<file path="src/rtl/i2s_mstr.sv">
// I2S transmitter (bus master).
// Serialises a parallel 24-bit left/right sample pair into I2S_sclk / I2S_ws /
// I2S_data. It asks upstream for the next pair with smpl_req once per
// 64-slot frame. Every output is a flop, so nothing glitches on the wire.
// SCLK_HALF must be 2 or more.
module i2s_mstr #(
  parameter int SCLK_HALF = 16
) (
  input  logic        clk,
  input  logic        rst_n,
  input  logic [23:0] lft_chnnl,
  input  logic [23:0] rght_chnnl,
  output logic        smpl_req,
  output logic        I2S_sclk,
  output logic        I2S_ws,
  output logic        I2S_data
);

  localparam int DIV_MAX = 2 * SCLK_HALF - 1;
  localparam int DIV_W   = $clog2(2 * SCLK_HALF);

  logic [DIV_W-1:0] div_cnt;
  logic [DIV_W-1:0] div_nxt;
  logic             fall;
  logic             sclk_nxt;

  logic [5:0]       slot;
  logic [5:0]       slot_nxt;
  logic             cap;
  logic             ws_nxt;

  logic [23:0]      lft_sr;
  logic [23:0]      rght_sr;
  logic [23:0]      src_l;
  logic [23:0]      src_r;
  logic [4:0]       bit_idx;
  logic             data_nxt;

  logic             sclk_q;
  logic             ws_q;
  logic             data_q;
  logic             req_q;

  // Divider next state. sclk is registered from the next count so that it
  // always equals (div_cnt >= SCLK_HALF) while still coming from a flop.
  always_comb begin
    fall     = (div_cnt == DIV_W'(DIV_MAX));
    div_nxt  = fall ? '0 : div_cnt + 1'b1;
    sclk_nxt = (div_nxt >= DIV_W'(SCLK_HALF));
  end

  // Slot, capture and bit-select decode for the upcoming fall edge.
  // A capture edge serialises straight from the inputs, so the left MSB
  // reaches the wire on the same edge that loads the holding registers.
  always_comb begin
    slot_nxt = slot + 6'd1;
    cap      = fall && (slot == 6'd63);
    ws_nxt   = (slot_nxt >= 6'd31) && (slot_nxt != 6'd63);
    src_l    = cap ? lft_chnnl  : lft_sr;
    src_r    = cap ? rght_chnnl : rght_sr;
    // Slots 0-23 and 32-55 share the same low five bits, so one index
    // serves both channels; slots with bits [4:3] = 2'b11 are pad slots.
    bit_idx  = 5'd23 - slot_nxt[4:0];
    data_nxt = 1'b0;
    if (slot_nxt[4:3] != 2'b11) begin
      data_nxt = slot_nxt[5] ? src_r[bit_idx] : src_l[bit_idx];
    end
  end

  // Bit-clock divider and registered sclk.
  always_ff @(posedge clk or negedge rst_n) begin
    if (!rst_n) begin
      div_cnt <= '0;
      sclk_q  <= 1'b0;
    end else begin
      div_cnt <= div_nxt;
      sclk_q  <= sclk_nxt;
    end
  end

  // Slot counter, word select and serial data, all moved on sclk fall only.
  // Reset parks the slot at 63 so the first fall edge opens a clean frame.
  always_ff @(posedge clk or negedge rst_n) begin
    if (!rst_n) begin
      slot   <= 6'd63;
      ws_q   <= 1'b0;
      data_q <= 1'b0;
    end else if (fall) begin
      slot   <= slot_nxt;
      ws_q   <= ws_nxt;
      data_q <= data_nxt;
    end
  end

  // Sample-pair holding registers, loaded only at the frame boundary.
  always_ff @(posedge clk or negedge rst_n) begin
    if (!rst_n) begin
      lft_sr  <= '0;
      rght_sr <= '0;
    end else if (cap) begin
      lft_sr  <= lft_chnnl;
      rght_sr <= rght_chnnl;
    end
  end

  // One-cycle request pulse in the cycle following a capture.
  always_ff @(posedge clk or negedge rst_n) begin
    if (!rst_n) begin
      req_q <= 1'b0;
    end else begin
      req_q <= cap;
    end
  end

  assign I2S_sclk = sclk_q;
  assign I2S_ws   = ws_q;
  assign I2S_data = data_q;
  assign smpl_req = req_q;

endmodule

</file>
<file path="config.mk">
export PLATFORM = sky130hd
export DESIGN_NAME = i2s_mstr
export DESIGN_NICKNAME = d
export VERILOG_FILES = /design/src/rtl/i2s_mstr.sv
export SDC_FILE = /design/constraint.sdc
export NUM_CORES = 1
export LEC_CHECK = 0
export ABC_AREA = 0
export BUFFER_PORTS_ARGS = -buffer_cell sky130_fd_sc_hd__buf_2
export CAP_MARGIN = 20
export CORE_ASPECT_RATIO = 1.5
export CORE_UTILIZATION = 35
export CTS_CLUSTER_DIAMETER = 120
export DETAILED_ROUTE_END_ITERATION = 8
export GPL_ROUTABILITY_DRIVEN = 0
export PLACE_DENSITY = 0.68
export SYNTH_ARGS = -nofsm -noshare
export SYNTH_HDL_FRONTEND = slang
export SYNTH_SLANG_ARGS = --single-unit
</file>
<file path="constraint.sdc">
create_clock -name clk -period 2.7 [get_ports clk]
set_input_delay 0 -clock clk [delete_from_list [all_inputs] [get_ports clk]]
set_output_delay 0 -clock clk [all_outputs]
set_load 0.05 [all_outputs]
</file>
==> qor.yml <==
critical_path:
  crit_type: "reg -> reg"
  r2r-end: "I2S_data"
  worstPathArrival_ns: 2.91
  worstPathRequired_ns: 2.91
  r2r_cells: 12
  cp-start-kind: "flop"
  end_kind: "flop"
  ff2ff_setup_slack_ns: -0.007
  crit_fanout: 8
  reg2reg_from: "div_cnt[0]"
routing:
  drt_iter0_drc: 104
  dr.pass1.iters: 4
  drt-total-wl_mm: 8.35
  drt-wirelength-per-cell_um: 15.6
  vias: 2705
  drc: 0
  ant_nets: 0
  vias_per_cell: 5.05
die:
  io_pins: 54
  rows: 42
  fp.coreArea_um2: 8780
  dieWidth_um: 79.6
  die_h_um: 118
  start_util_pct: 36.0
  die-area_um2: 9430
timing:
  worst_slack_ns: -0.00686
  fin_crit_ns: 2.71
  finalClockSkew_ns: 0.00892
  finalSetupViolCount: 1
  relSlewSlack_pct: 73.9
  tightest_slew_ns: 0.391
  fmax_mhz: 369
  finalHoldViolCount: 0
  drv_slew: 0
  grt_setup_unrepaired: "yes"
  finalCritPeriodShare_pct: 100
synth:
  seq_area_frac_synth_pct: 49.3
  synth_ff_type: "dfrtp_1"
  syn_nets: 342
  synth_edf_count: 0
  synth_mux_area_share_pct: 16.0
  syn_area_per_cell_um2: 11.0
  synth_top_family_by_area: "simple AND/OR/NAND/NOR gates"
  synthCells: 287
  synthArstFlopShare_pct: 100
  synthesis.area_um2: 3160
  synth_xor_area_share_pct: 3.60
  ys_ff_latch: 62
  yosys.area_share.simple_pct: 16.4
  ys_types: 48
  synth_warnings: 0
  synth-compound-area-share_pct: 8.31
  synthAdderAreaFrac_pct: 1.98
layout:
  area_delta_synth_final_pct: 48.2
  drive_above_1_share_pct: 38.7
  final_common_cell: "nand2_1"
  fill_cells: 745
  diodes: 0
  final_cell_mix: "77 x nand2_1, 55 x dfrtp_1, 53 x buf_2, 48 x dlygate4sd3_1, 35 x buf_4"
  fin_nets: 476
  finalNonFillerCells: 536
pwr:
  power_uw: 2240
  leakagePower_uw: 0.00213
  power_per_cell_area_nw_per_um2: 478
  irDropWorstVdd_v: 0.000423
clock_tree:
  cts_sinks: 62
  cts_buffers: 9
  clock_path_buffers: 2
  clk_pin_slew_ns: 0.05
  root_buffer: "clkbuf_16"
  htree_levels: 3
  clkLatencyLatePin_ns: 0.33
  cts_tree: "built"
global_route:
  antenna_found_initial: 0
  grt_pass1_wl_mm: 13.8
  gr-usage-all-layers_pct: 19.6
  grt_max_degree: 31
  grt_pass1_vias: 2814
  overflow: 0
outcome:
  status: "complete, but fails checks"
  failed_checks: "negative setup slack"
run:
  drv_cap: 0
min_path:
  hold_path.class: "in -> async"
place:
  port_buffers: 53
  dp_hpwl_mm: 5.68
  dpl.cell_count: 467
repair_timing:
item	in CTS	in global routing
buffers inserted	3	1
hold buffers	48	0
hold endpoints to repair	103	0
endpoints found under the setup margin	1	1
pin swaps	1	3
gates cloned	1	0
resized for setup	7	6
flip-flops by register name, summed over array words and instances (netlist names):
name,flops
div_cnt,5
lft_sr,24
rght_sr,24
slot,6
I2S_ws,1
smpl_req,1
I2S_data,1
where the power goes:
part / internal, uW / switching (uW) / total (uW)
sequential: 931 / 0 / 931
clock: 790 / 403 / 1190
combinational: 72.7 / 43.8 / 117
total: 1790 / 447 / 2240
critical path: stages (launching register included):
cell and delay [ns]:
dfrtp_1 0.39, ha_2 0.19, and3_4 0.18, ha_4 0.15, and3_4 0.16, nand2_8 0.08
clkinv_8 0.07, buf_12 0.14, mux2_4 0.30, mux4_2 0.48, a211oi_2 0.22, a211o_2 0.14
o221ai_2 0.08
Yosys cell counts, drive strengths merged, types with 2 or more instances:
master | instances | area share, %
a2111oi | 3 | 0.83
a21oi | 6 | 0.95
a221o | 2 | 0.63
a221oi | 3 | 0.83
a22oi | 3 | 0.71
a311o | 2 | 0.63
and3 | 5 | 0.99
buf | 11 | 2.9
clkbuf | 6 | 0.71
dfrtp | 56 | 44
dfstp | 6 | 5.0
ha | 5 | 2.0
inv | 5 | 0.67
mux2 | 26 | 9.6
mux4 | 9 | 6.4
nand2 | 78 | 9.8
nand3 | 14 | 2.2
nand4 | 5 | 0.99
nor2 | 8 | 0.95
o21ai | 4 | 0.63
xnor2 | 10 | 2.8
xor2 | 3 | 0.83
through the flow:
step	setup WS [ns]	cell area [um2]	utilization (%)	setup TNS, ns	hold slack [ns]
finish	-0.00686	4690	53.4	-0.00686	0.0153
global route	-0.0926	4690	53.4	-0.0926	0.0419
floorplan	0.00497	3210	-	0	-0.296
CTS	0.00130	4660	53.1	0	0.00787
global placement	-0.0159	3780	43.0	-0.0159	-0.180
detailed placement	-0.0720	3780	43.0	-0.0720	-0.176
kinds of logic (layout without fill, tap and decap cells):
logic type               after synthesis  in the layout
XOR/XNOR                              13             13
AND/OR/NAND/NOR                      116            116
AO/OA/AOI/OAI                         33             33
buffers and inverters                 23            162
flip-flops                            62             62
adder cells (fa/ha/maj)                5              5
multiplexers                          35             35
worst max path at each step:
| stage | start | to | slack, ns | cells after the start |
|---|---|---|---|---|
| after global placement | div_cnt[1] | I2S_data | -0.02 | 12 |
| after detailed placement | div_cnt[1] | I2S_data | -0.07 | 12 |
| after floorplan | div_cnt[0] | I2S_data | 0.005 | 13 |
| final | div_cnt[0] | I2S_data | -0.007 | 12 |
| after CTS | div_cnt[1] | I2S_data | 0.001 | 14 |
| after global routing | div_cnt[0] | I2S_data | -0.09 | 12 |
final cells by class:
type	count	area, um2	share of cell area, %
Timing Repair Buffer	140	1100	23.5
Tap cell	110	138	2.94
Clock buffer	12	267	5.69
Clock inverter	4	53.8	1.15
Inverter	6	36.3	0.774
Sequential cell	62	1560	33.3
Multi-Input combinational cell	202	1530	32.7
per-layer routing:
| layer | wire [um] | track usage, % | part of all wire (%) |
|---|---|---|---|
| met5 | 0 | 0 | 0 |
| met3 | 327 | 4.71 | 3.9 |
| met4 | 351 | 11.0 | 4.2 |
| met1 | 3310 | 23.1 | 40 |
| met2 | 4370 | 32.0 | 52 |
Power figures use the tool's default switching activity.
